--- config.mk ---
export PLATFORM = sky130hd
export DESIGN_NAME = scanline_reader_flat
export DESIGN_NICKNAME = d
export VERILOG_FILES = /design/src/rtl/scanline_reader_if.sv /design/src/rtl/scanline_reader.sv /design/src/flat_wrapper.sv
export SDC_FILE = /design/constraint.sdc
export NUM_CORES = 1
export LEC_CHECK = 0
export ABC_AREA = 1
export CAP_MARGIN = 20
export CORE_MARGIN = 10
export CORE_UTILIZATION = 40
export CTS_CLUSTER_DIAMETER = 150
export CTS_CLUSTER_SIZE = 16
export DETAILED_ROUTE_END_ITERATION = 7
export PLACE_DENSITY = 0.68
export SYNTH_ARGS = -nofsm -noshare
export SYNTH_HDL_FRONTEND = slang
export SYNTH_SLANG_ARGS = --single-unit
--- constraint.sdc ---
create_clock -name clk -period 1.5 [get_ports clk]
set_input_delay 0.3 -clock clk [delete_from_list [all_inputs] [get_ports clk]]
set_output_delay 0.3 -clock clk [all_outputs]
set_load 0.05 [all_outputs]
--- src/rtl/scanline_reader_if.sv ---
// Pixel stream from scanline_reader to the line sink: 2-bit pixel plus
// column, valid/ready handshake.
interface scanline_reader_if;
  logic [1:0] px_data;
  logic [7:0] px_x;
  logic       px_valid;
  logic       px_ready;

  modport master (output px_data, px_x, px_valid, input px_ready);
  modport slave  (input px_data, px_x, px_valid, output px_ready);
endinterface

--- src/rtl/scanline_reader.sv ---
// Reads one 160-pixel background line from the lo/hi plane scanline RAMs and
// streams it out MSB first. Optional palette: `define SCANLINE_READER_PALETTE_EN.
module scanline_reader #(
  parameter int LINE_BYTES = 20
) (
  input  logic       clk,
  input  logic       rst_n,
  input  logic       start,
  input  logic       abort,
  output logic [4:0] addr,
  input  logic [7:0] rd_data_lo,
  input  logic [7:0] rd_data_hi,
  input  logic [7:0] bgp,
  scanline_reader_if.master px,
  output logic       busy,
  output logic       line_done
);

  localparam logic [4:0] LAST = 5'(LINE_BYTES - 1);

  typedef enum logic [1:0] {IDLE, LOAD, SHIFT, DONE} state_e;

  state_e     state_q, state_d;
  logic [4:0] byte_idx_q, byte_idx_d;
  logic [2:0] bit_cnt_q, bit_cnt_d;
  logic [7:0] sh_lo_q, sh_lo_d;
  logic [7:0] sh_hi_q, sh_hi_d;
  logic [7:0] px_x_q, px_x_d;
  logic       xfer;
  logic [1:0] raw_idx;

  assign xfer = (state_q == SHIFT) && px.px_ready;

  always_comb begin
    state_d    = state_q;
    byte_idx_d = byte_idx_q;
    bit_cnt_d  = bit_cnt_q;
    sh_lo_d    = sh_lo_q;
    sh_hi_d    = sh_hi_q;
    px_x_d     = px_x_q;
    case (state_q)
      IDLE: if (start && !abort) state_d = LOAD;
      LOAD: begin
        sh_lo_d   = rd_data_lo;
        sh_hi_d   = rd_data_hi;
        bit_cnt_d = 3'd0;
        state_d   = SHIFT;
      end
      SHIFT: if (xfer) begin
        sh_lo_d   = {sh_lo_q[6:0], 1'b0};
        sh_hi_d   = {sh_hi_q[6:0], 1'b0};
        bit_cnt_d = bit_cnt_q + 3'd1;
        px_x_d    = px_x_q + 8'd1;
        if (bit_cnt_q == 3'd7) begin
          if (byte_idx_q == LAST) begin
            // Hold column at 159; it is cleared in DONE.
            px_x_d  = px_x_q;
            state_d = DONE;
          end else begin
            // addr already presents byte_idx+1, so reload without a bubble.
            byte_idx_d = byte_idx_q + 5'd1;
            sh_lo_d    = rd_data_lo;
            sh_hi_d    = rd_data_hi;
          end
        end
      end
      DONE: begin
        byte_idx_d = 5'd0;
        bit_cnt_d  = 3'd0;
        px_x_d     = 8'd0;
        state_d    = IDLE;
      end
      default: state_d = IDLE;
    endcase
    if (abort && state_q != IDLE) begin
      state_d    = IDLE;
      byte_idx_d = 5'd0;
      bit_cnt_d  = 3'd0;
      px_x_d     = 8'd0;
    end
  end

  always_ff @(posedge clk or negedge rst_n) begin
    if (!rst_n) begin
      state_q    <= IDLE;
      byte_idx_q <= 5'd0;
      bit_cnt_q  <= 3'd0;
      sh_lo_q    <= 8'd0;
      sh_hi_q    <= 8'd0;
      px_x_q     <= 8'd0;
    end else begin
      state_q    <= state_d;
      byte_idx_q <= byte_idx_d;
      bit_cnt_q  <= bit_cnt_d;
      sh_lo_q    <= sh_lo_d;
      sh_hi_q    <= sh_hi_d;
      px_x_q     <= px_x_d;
    end
  end

  always_comb begin
    addr = 5'd0;
    case (state_q)
      LOAD:    addr = byte_idx_q;
      SHIFT:   addr = (byte_idx_q == LAST) ? LAST : byte_idx_q + 5'd1;
      default: addr = 5'd0;
    endcase
  end

  assign raw_idx     = {sh_hi_q[7], sh_lo_q[7]};
  assign px.px_valid = (state_q == SHIFT);
  assign px.px_x     = px_x_q;
  assign busy        = (state_q != IDLE);
  assign line_done   = (state_q == DONE);

`ifdef SCANLINE_READER_PALETTE_EN
  assign px.px_data = px.px_valid ? bgp[{raw_idx, 1'b0} +: 2] : 2'd0;
`else
  logic unused_bgp;
  assign unused_bgp = ^bgp;
  assign px.px_data = px.px_valid ? raw_idx : 2'd0;
`endif

endmodule

--- src/flat_wrapper.sv ---
// flat-port wrapper written by rule: the top's interface ports become plain ports
module scanline_reader_flat 
#(
  parameter int LINE_BYTES = 20
)
  (clk, rst_n, start, abort, addr, rd_data_lo, rd_data_hi, bgp, busy, line_done, px_px_data, px_px_x, px_px_valid, px_px_ready);
  scanline_reader_if px_i ();
  input  logic clk;
  input  logic rst_n;
  input  logic start;
  input  logic abort;
  output logic [4:0] addr;
  input  logic [7:0] rd_data_lo;
  input  logic [7:0] rd_data_hi;
  input  logic [7:0] bgp;
  output logic busy;
  output logic line_done;
  output wire logic [$bits(px_i.px_data)-1:0] px_px_data;
  output wire logic [$bits(px_i.px_x)-1:0] px_px_x;
  output wire logic [$bits(px_i.px_valid)-1:0] px_px_valid;
  input wire logic [$bits(px_i.px_ready)-1:0] px_px_ready;
  assign px_px_data = px_i.px_data;
  assign px_px_x = px_i.px_x;
  assign px_px_valid = px_i.px_valid;
  assign px_i.px_ready = px_px_ready;
  scanline_reader #(.LINE_BYTES(LINE_BYTES)) u_core (.clk(clk), .rst_n(rst_n), .start(start), .abort(abort), .addr(addr), .rd_data_lo(rd_data_lo), .rd_data_hi(rd_data_hi), .bgp(bgp), .px(px_i), .busy(busy), .line_done(line_done));
endmodule
==> impl_metrics.ini, run 1 <==
[critical_path]
required_ns = 1.20
path_class = reg2out
critPathMaxFanout = 3
arrival_ns = 1.66
crit_path_end_kind = output port
critPathLaunchType = register

[logic_synthesis]
yosys_warnings = 0
seq_area_frac_synth = 0.379
synth_area_sq_um = 2250
synth.most_common_cell = nand2_1
synth.avg_cell_area_sq_um = 7.47
synth_edf_count = 0
synthArstFlopShare = 1.00
ys.flop_type = dfrtp_1
synth.area.top_cells = dfrtp_1 (38%), nand2_1 (15%), inv_1 (7.5%), nand3_1 (6.7%), ha_1 (5.0%)
synth_seq_cells = 34
yosys.area.top_type = dfrtp_1
synth_nets = 339
synth_top_area_frac = 0.379
synth_cells = 301
synthTopCellsByCount = nand2_1 (88), inv_1 (45), dfrtp_1 (34)
ys_types = 30

[clock_network]
clockBufferDepth = 2
clock_sinks = 34
cts_htree_levels = 2
clock_latency_ns = 0.30
clk_pin_slew_ns = 0.08
hold_buffers = 0
cts_buffers = 5
cts_root_buf = clkbuf_8
cts_tree = yes

[sta]
setup_viol = 44
finalCritPeriodShare = 1.31
finClkSkew_ns = 0.00894
period_needed_ns = 1.96
final-hold-violation-count = 0
fin_ws_ns = -0.458
worst_slew_pin_slew_ns = 0.442
rsz0062_at_grt = yes
slew_headroom = 0.705
fmax_mhz = 511
holdWs_ns = 0.371
drv_slew = 0

[detailed_routing]
antenna_left = 0
vias_per_cell = 5.47
drc = 0
wl_per_cell_microns = 19.5
drtIter0Drc = 161
wl_microns = 9520
firstDrtPassIters = 5
num_vias = 2674

[floorplanning]
start_util = 0.411
io-pin-count = 47
die_y_microns = 95.0
die_w_microns = 95.0
dieArea_sq_um = 9020
fp.coreArea_sq_um = 5470
fp-row-count = 27

[grt]
grt_use_met3 = 0.0333
grt_pass1_vias = 2509
grt_pass1_wl_microns = 12100
antenna_found_initial = 0
busiest_layer = met2
overflow = 0
grt_max_degree = 35
globalRouteMet2Util = 0.300
grtUsageMet1 = 0.188
grt_usage = 0.170

[finish]
fin_cells = 489
diodes = 0
nets = 454
fin_area_sq_um = 4380
synthToLayoutAreaGrowth_pct = 94.9
fin_util = 0.800
drive_gt1_frac = 0.585

[placement]
placedCellCount = 442
placement.io_buffers = 38
gp_congestion = 0.809
hpwl_microns = 4190
place_area_sq_um = 3260

[pwr]
p_total_mw = 9.31
p_seq_frac = 0.174
comb_power_share = 0.732
leakage_nw = 1.97
switching_share = 0.474
clockPowerShare = 0.093
p_sw_mw = 4.41
p_int_mw = 4.90
ir_drop_uv = 1130
power_density_nw_per_um2 = 2120

[outcome]
status = finished with violations
violations = negative setup slack

[worst_hold_path]
hold_class = in2async

[job]
maxCapViolCount = 0
==> worst paths after layout <==
check                                       start              endpoint  slack, ns  cells past startpoint
worst max-delay path            u_core.state_q[0]               addr[1]      -0.46                      6
worst min-delay path                        rst_n     u_core.px.px_x[1]       0.37                      2
worst max register to register  u_core.state_q[0]  u_core.byte_idx_q[4]      -0.38                     10
worst min register to register  u_core.sh_lo_q[1]     u_core.sh_lo_q[1]       0.51                      2
max in group asynchronous                   rst_n  u_core.byte_idx_q[2]       0.93                      2
min in group clk                u_core.sh_lo_q[1]     u_core.sh_lo_q[1]       0.51                      2
==> layer usage <==
layer / vias up / part of all wire
met1: 1322 / 0.39
met5: - / 0
met2: 135 / 0.52
li1: 1184 / -
met3: 33 / 0.049
met4: 0 / 0.045
==> critical path, stage by stage (launching register included) <==
cell and delay, ns:
dfrtp_1 0.44, inv_4 0.09, ha_4 0.30, clkinvlp_4 0.10, buf_6 0.14, a21oi_4 0.14, buf_12 0.15
==> power by group through the flow <==
stage | clock [mW] | sequential [mW] | combinational (mW)
3_3_place_gp | 0 | 1.51 | 3.95
6_report | 0.868 | 1.62 | 6.82
2_1_floorplan | 0 | 1.65 | 2.46
5_1_grt | 0.907 | 1.65 | 7.15
3_5_place_dp | 0 | 1.53 | 4.04
4_1_cts | 0.867 | 1.54 | 5.50
==> placed cells by master, fill, tap and decap left out, types with 2 or more instances in the layout <==
cell / netlist / layout
clkinvlp_4: 0 / 4
nand3_2: 7 / 14
clkbuf_8: 1 / 5
ha_1: 9 / 3
inv_1: 45 / 22
nand2_4: 3 / 18
nor3_1: 2 / 2
inv_4: 1 / 5
nand3_1: 30 / 15
dfrtp_1: 34 / 33
clkdlybuf4s50_1: 0 / 20
nor2_4: 1 / 8
a21oi_2: 8 / 11
buf_12: 1 / 23
xnor2_2: 0 / 2
nand3_4: 0 / 9
o21ai_4: 0 / 3
ha_4: 0 / 6
a21oi_4: 0 / 5
buf_16: 0 / 2
nand4_1: 2 / 2
nor2_2: 3 / 7
nand2_1: 88 / 52
buf_4: 3 / 46
o21ai_1: 9 / 8
clkinv_2: 0 / 2
o21ai_2: 1 / 9
inv_2: 1 / 14
nand2_8: 0 / 3
nand2_2: 0 / 19
buf_8: 1 / 2
buf_6: 1 / 21
nor2_1: 21 / 11
nand3b_1: 2 / 2
==> cells by family (layout without fill, tap and decap cells) <==
kind of cell	Yosys count	after routing	synth area share
xor gates and xnor gates	4	4	0.0156
DFF	34	34	0.379
adders and majority gates	9	9	0.0501
and+or+nand+nor	160	163	0.334
AOI/OAI and AO/OA	38	38	0.101
buffers and inverters	56	169	0.121
==> sequential cells by signal, indices dropped and copies added (netlist names) <==
signal,cells
u_core.sh_lo_q,8
u_core.bit_cnt_q,3
u_core.byte_idx_q,5
u_core.state_q,2
u_core.px.px_x,8
u_core.sh_hi_q,8
==> final cells by class <==
type | instances | area, sq um
timing repair buffer | 114 | 1330
tap | 72 | 90.1
clock inverter | 3 | 40.0
sequential | 34 | 852
multi-input combinational | 214 | 1790
fill | 272 | 1090
inverter | 47 | 216
clock buffer | 5 | 68.8
==> per-stage QoR <==
stage          setup TNS, ns  worst slack, ns
2_1_floorplan          -5.71           -0.286
3_3_place_gp           -4.19           -0.164
3_5_place_dp           -5.45           -0.189
4_1_cts                -8.09           -0.381
5_1_grt               -15.02           -0.505
6_report              -12.95           -0.458
==> repair_timing <==
| item | CTS | global route |
|---|---|---|
| pin swaps | 22 | 45 |
| setup endpoints to repair | 44 | 44 |
| cloned | 4 | 1 |
| buffers inserted | 24 | 15 |
| gates resized for setup | 77 | 104 |
No activity file was read; power rests on OpenSTA's default activity.
==> run 2: changes to the inputs <==
- CELL_PAD_IN_SITES_DETAIL_PLACEMENT: unset -> 0
- CELL_PAD_IN_SITES_GLOBAL_PLACEMENT: unset -> 2
- CORE_UTILIZATION: 40 -> 26
- PLACE_DENSITY: 0.68 -> unset
- PLACE_DENSITY_LB_ADDON: unset -> 0.1
- REMOVE_ABC_BUFFERS: unset -> 1
==> impl_metrics.ini, run 2 (synthesized netlist as in run 1, its figures left out) <==
[sta]
holdWs_ns = 0.383
worst_slew_pin_slew_ns = 0.267
fmax_mhz = 544
slew_headroom = 0.822
final.setup.tns_ns = -6.06
setup_viol = 43
rsz0062_at_grt = yes
finClkSkew_ns = 0.0100
final-hold-violation-count = 0
finalCritPeriodShare = 1.23
drv_slew = 0
period_needed_ns = 1.84
fin_ws_ns = -0.339

[worst_hold_path]
hold_class = in2async

[grt]
grt_usage = 0.113
antenna_found_initial = 0
overflow = 0
grt_pass1_vias = 2493
grt_pass1_wl_microns = 12100
grt_max_degree = 35

[detailed_routing]
vias_per_cell = 4.40
wl_microns = 6920
wl_met2_microns = 3630
drc = 0
wl_per_cell_microns = 13.6
firstDrtPassIters = 4
dr_wl_met3_microns = 149
drtIter0Drc = 35
num_vias = 2242
wirelength_met1_microns = 3000
routed.top_layer = met4
antenna_left = 0

[clock_network]
clockBufferDepth = 2
clock_latency_ns = 0.29
cts_root_buf = clkbuf_8
cts_htree_levels = 2
clk_pin_slew_ns = 0.08
hold_buffers = 0
cts_buffers = 5
cts_tree = yes
clock_sinks = 34

[finish]
diodes = 0
fin_util = 0.482
layout_common_cells = nand2_1 (70), buf_4 (43), dfrtp_1 (33)
drive_gt1_frac = 0.485
synthToLayoutAreaGrowth_pct = 77.9
fillers = 805
nets = 441
layout_commonest_cell = nand2_1

[pwr]
power_density_nw_per_um2 = 1910
ir_drop_uv = 653
leakage_nw = 1.82

[critical_path]
path_class = reg2out
crit_path_end_kind = output port
critPathMaxFanout = 8
reg2regPathDepth = 12
arrival_ns = 1.54
required_ns = 1.20
critPathLaunchType = register

[floorplanning]
fp.coreArea_sq_um = 8300
die_y_microns = 113
fp-row-count = 33
io-pin-count = 47
die_w_microns = 113
dieArea_sq_um = 12800
start_util = 0.271

[placement]
gp_congestion = 0.758
placement.io_buffers = 38
hpwl_microns = 4510

[outcome]
status = finished with violations
violations = negative setup slack

[job]
maxCapViolCount = 0
-- run 2: area by class of cell --
type,instances,area (sq um),area share
repair buffers,101,1150,0.289
multi-input cells,214,1550,0.388
well taps,105,131,0.0329
flip-flops and latches,34,852,0.213
clock buffers,8,110,0.0275
inverters,47,196,0.0491
-- run 2: repair_timing --
action / in CTS / in global routing
gates resized for setup: 103 / 40
buffers inserted: 21 / 7
pin swaps: 30 / 20
gates cloned: 5 / 0
endpoints found under the setup margin: 44 / 44
-- run 2: path summary, 6_finish.rpt --
| kind | endpoint | startpoint | slack (ns) |
|---|---|---|---|
| max in group asynchronous | u_core.bit_cnt_q[2] | rst_n | 0.92 |
| min in group clk | u_core.sh_lo_q[1] | u_core.sh_lo_q[1] | 0.49 |
| worst max register to register | u_core.px.px_x[6] | u_core.byte_idx_q[0] | -0.16 |
| worst min-delay path | u_core.byte_idx_q[4] | rst_n | 0.38 |
| worst max-delay path | addr[0] | u_core.state_q[0] | -0.34 |
| worst min register to register | u_core.sh_lo_q[1] | u_core.sh_lo_q[1] | 0.49 |
-- run 2: through the flow --
step / instance area, sq um / std cells / setup slack [ns] / power, mW
after CTS: 3850 / 505 / -0.376 / 7.33
after detailed placement: 3160 / 474 / -0.292 / 5.34
final: 4000 / 509 / -0.339 / 7.65
after floorplan: 2150 / 292 / -1.44 / 3.64
after global placement: 3160 / 474 / -0.254 / 5.32
after global routing: 4000 / 509 / -0.437 / 8.27
-- run 2: worst max-delay path, stage by stage, from the launching register on --
cell,delay [ns]
dfrtp_1,0.39
inv_2,0.11
ha_4,0.22
buf_4,0.13
o21ai_2,0.06
a21oi_4,0.17
buf_12,0.15
-- run 2: layer usage --
| metal | track usage | vias up |
|---|---|---|
| met3 | 0.0195 | 12 |
| met1 | 0.127 | 1038 |
| met4 | 0.0398 | 0 |
| li1 | - | 1160 |
| met5 | 0 | - |
| met2 | 0.209 | 32 |
-- run 2: power breakdown --
part | total [mW] | switching (mW) | internal [mW]
Sequential | 1.51 | 0.247 | 1.26
Combinational | 5.30 | 2.87 | 2.43
Clock | 0.836 | 0.372 | 0.465
Total | 7.65 | 3.49 | 4.16
==> run 3: changes to the inputs <==
- CORE_ASPECT_RATIO: unset -> 1.1
- CORE_MARGIN: 10 -> unset
==> impl_metrics.ini, run 3 (synthesized netlist as in run 1, its figures left out) <==
[pwr]
leakage_nw = 1.81
power_density_nw_per_um2 = 1880
ir_drop_uv = 889

[critical_path]
crit_path_cell_trace = ha_4 > nand3_4 > xnor2_2 > nand2_1 > a21oi_2 > buf_12
critPathMaxFanout = 3
arrival_ns = 1.56
crit_path_end_kind = output port
critical-path-max-stage-delay_ns = 0.40
path_delay_family = flip-flops
path_class = reg2out
critPathLaunchType = register
r2r-start = u_core.state_q[0]
required_ns = 1.20
cp_slowest_cell = dfrtp_1
critPathBufInv = 1
crit_start = u_core.byte_idx_q[0]

[placement]
gp_congestion = 0.734
placement.io_buffers = 38
hpwl_microns = 4150
placedCellCount = 479

[detailed_routing]
drc = 0
vias_per_cell = 4.38
num_vias = 2223
wirelength_met1_microns = 2890
wl_per_cell_microns = 12.7
wl_microns = 6450
antenna_left = 0
wl_met2_microns = 3350
routed.top_layer = met4
firstDrtPassIters = 4
dr_wl_met3_microns = 143
drtIter0Drc = 37

[floorplanning]
start_util = 0.269
fp.coreArea_sq_um = 8360
io-pin-count = 47
die_w_microns = 90.6
die_y_microns = 99.5
dieArea_sq_um = 9020
fp-row-count = 35

[finish]
diodes = 0
synthToLayoutAreaGrowth_pct = 78.1
fin_util = 0.479
nets = 433
layout_common_cells = nand2_1 (67), buf_4 (34), dfrtp_1 (33)
layout_commonest_cell = nand2_1
fin_cells = 507
drive_gt1_frac = 0.475

[clock_network]
cts_root_buf = clkbuf_8
clockBufferDepth = 2
clock_latency_ns = 0.29
cts_tree = yes
hold_buffers = 0
clk_pin_slew_ns = 0.09
clock_sinks = 34
cts_htree_levels = 2
cts_buffers = 5

[grt]
grt_pass1_wl_microns = 10500
grt_max_degree = 35
antenna_found_initial = 0
grt_pass1_vias = 2151
overflow = 0
grt_usage = 0.148

[job]
maxCapViolCount = 0

[sta]
finClkSkew_ns = 0.0118
finalCritPeriodShare = 1.24
fmax_mhz = 537
drv_slew = 0
rsz0062_at_grt = yes
worst_slew_pin_slew_ns = 0.315
period_needed_ns = 1.86
slew_headroom = 0.790
setup_viol = 41
final-hold-violation-count = 0
fin_ws_ns = -0.363
holdWs_ns = 0.373

[outcome]
violations = negative setup slack
status = finished with violations

[worst_hold_path]
hold_class = in2async
[run 3: changes by cell type in the layout (fill, tap and decap cells not counted), moves of 3 or more]
cell     previous run  this run
buf_4              43        34
nand2_4             2        10
nand3_1            20        13
inv_1              24        30
inv_2              17        12
nand3_2            14        19
nand2_2            15        11
nand2_1            70        67
[run 3: final cells by class]
class,count,area (sq um)
multi-input cells,214,1610
inverters,47,191
repair buffers,93,1120
flip-flops and latches,34,852
clock inverters,2,12.5
well taps,111,139
fillers,834,4360
clock buffers,6,82.6
[run 3: routing by layer]
layer | global-route usage | up-vias
li1 | - | 1146
met1 | 0.178 | 1045
met2 | 0.270 | 28
met3 | 0.0245 | 4
met4 | 0.0409 | 0
met5 | 0 | -
[run 3: power by group]
group	switching [mW]	internal, mW	total (mW)
clock network	0.393	0.370	0.763
logic	2.80	2.43	5.24
registers	0.266	1.26	1.53
total	3.46	4.07	7.53
[run 3: path summary, 6_finish.rpt]
check                                       end  slack (ns)  cells after the start
max                                     addr[4]       -0.36                      6
min                           u_core.px.px_x[2]        0.37                      2
max reg2reg                u_core.byte_idx_q[1]       -0.18                     11
min reg2reg                   u_core.sh_hi_q[4]        0.51                      2
max in group asynchronous  u_core.byte_idx_q[2]        0.92                      2
min in group clk              u_core.sh_hi_q[4]        0.51                      2
[run 3: timing repair]
action,in CTS,in global routing
gates resized for setup,74,76
gates cloned,3,0
endpoints found under the setup margin,44,44
endpoints found under the hold margin,0,0
buffers inserted,14,8
pin swaps,23,31
[run 3: worst register-to-register path, delay by kind of cell, from the launching register on]
family          cells  cell delay [ns]
buf+inv             5             0.56
flops               1             0.36
simple gates        3             0.26
compound gates      2             0.21
fa+ha+maj           1             0.16
[run 3: metrics by stage]
stage          setup WS, ns  cell area, sq um  TNS [ns]  power [mW]
3_5_place_dp         -0.267              3190     -7.45        5.38
6_report             -0.363              4000     -6.64        7.53
2_1_floorplan         -1.44              2150    -44.92        3.64
5_1_grt              -0.441              4000     -9.49        8.10
3_3_place_gp         -0.236              3190     -7.42        5.37
4_1_cts              -0.401              3720     -4.49        7.05
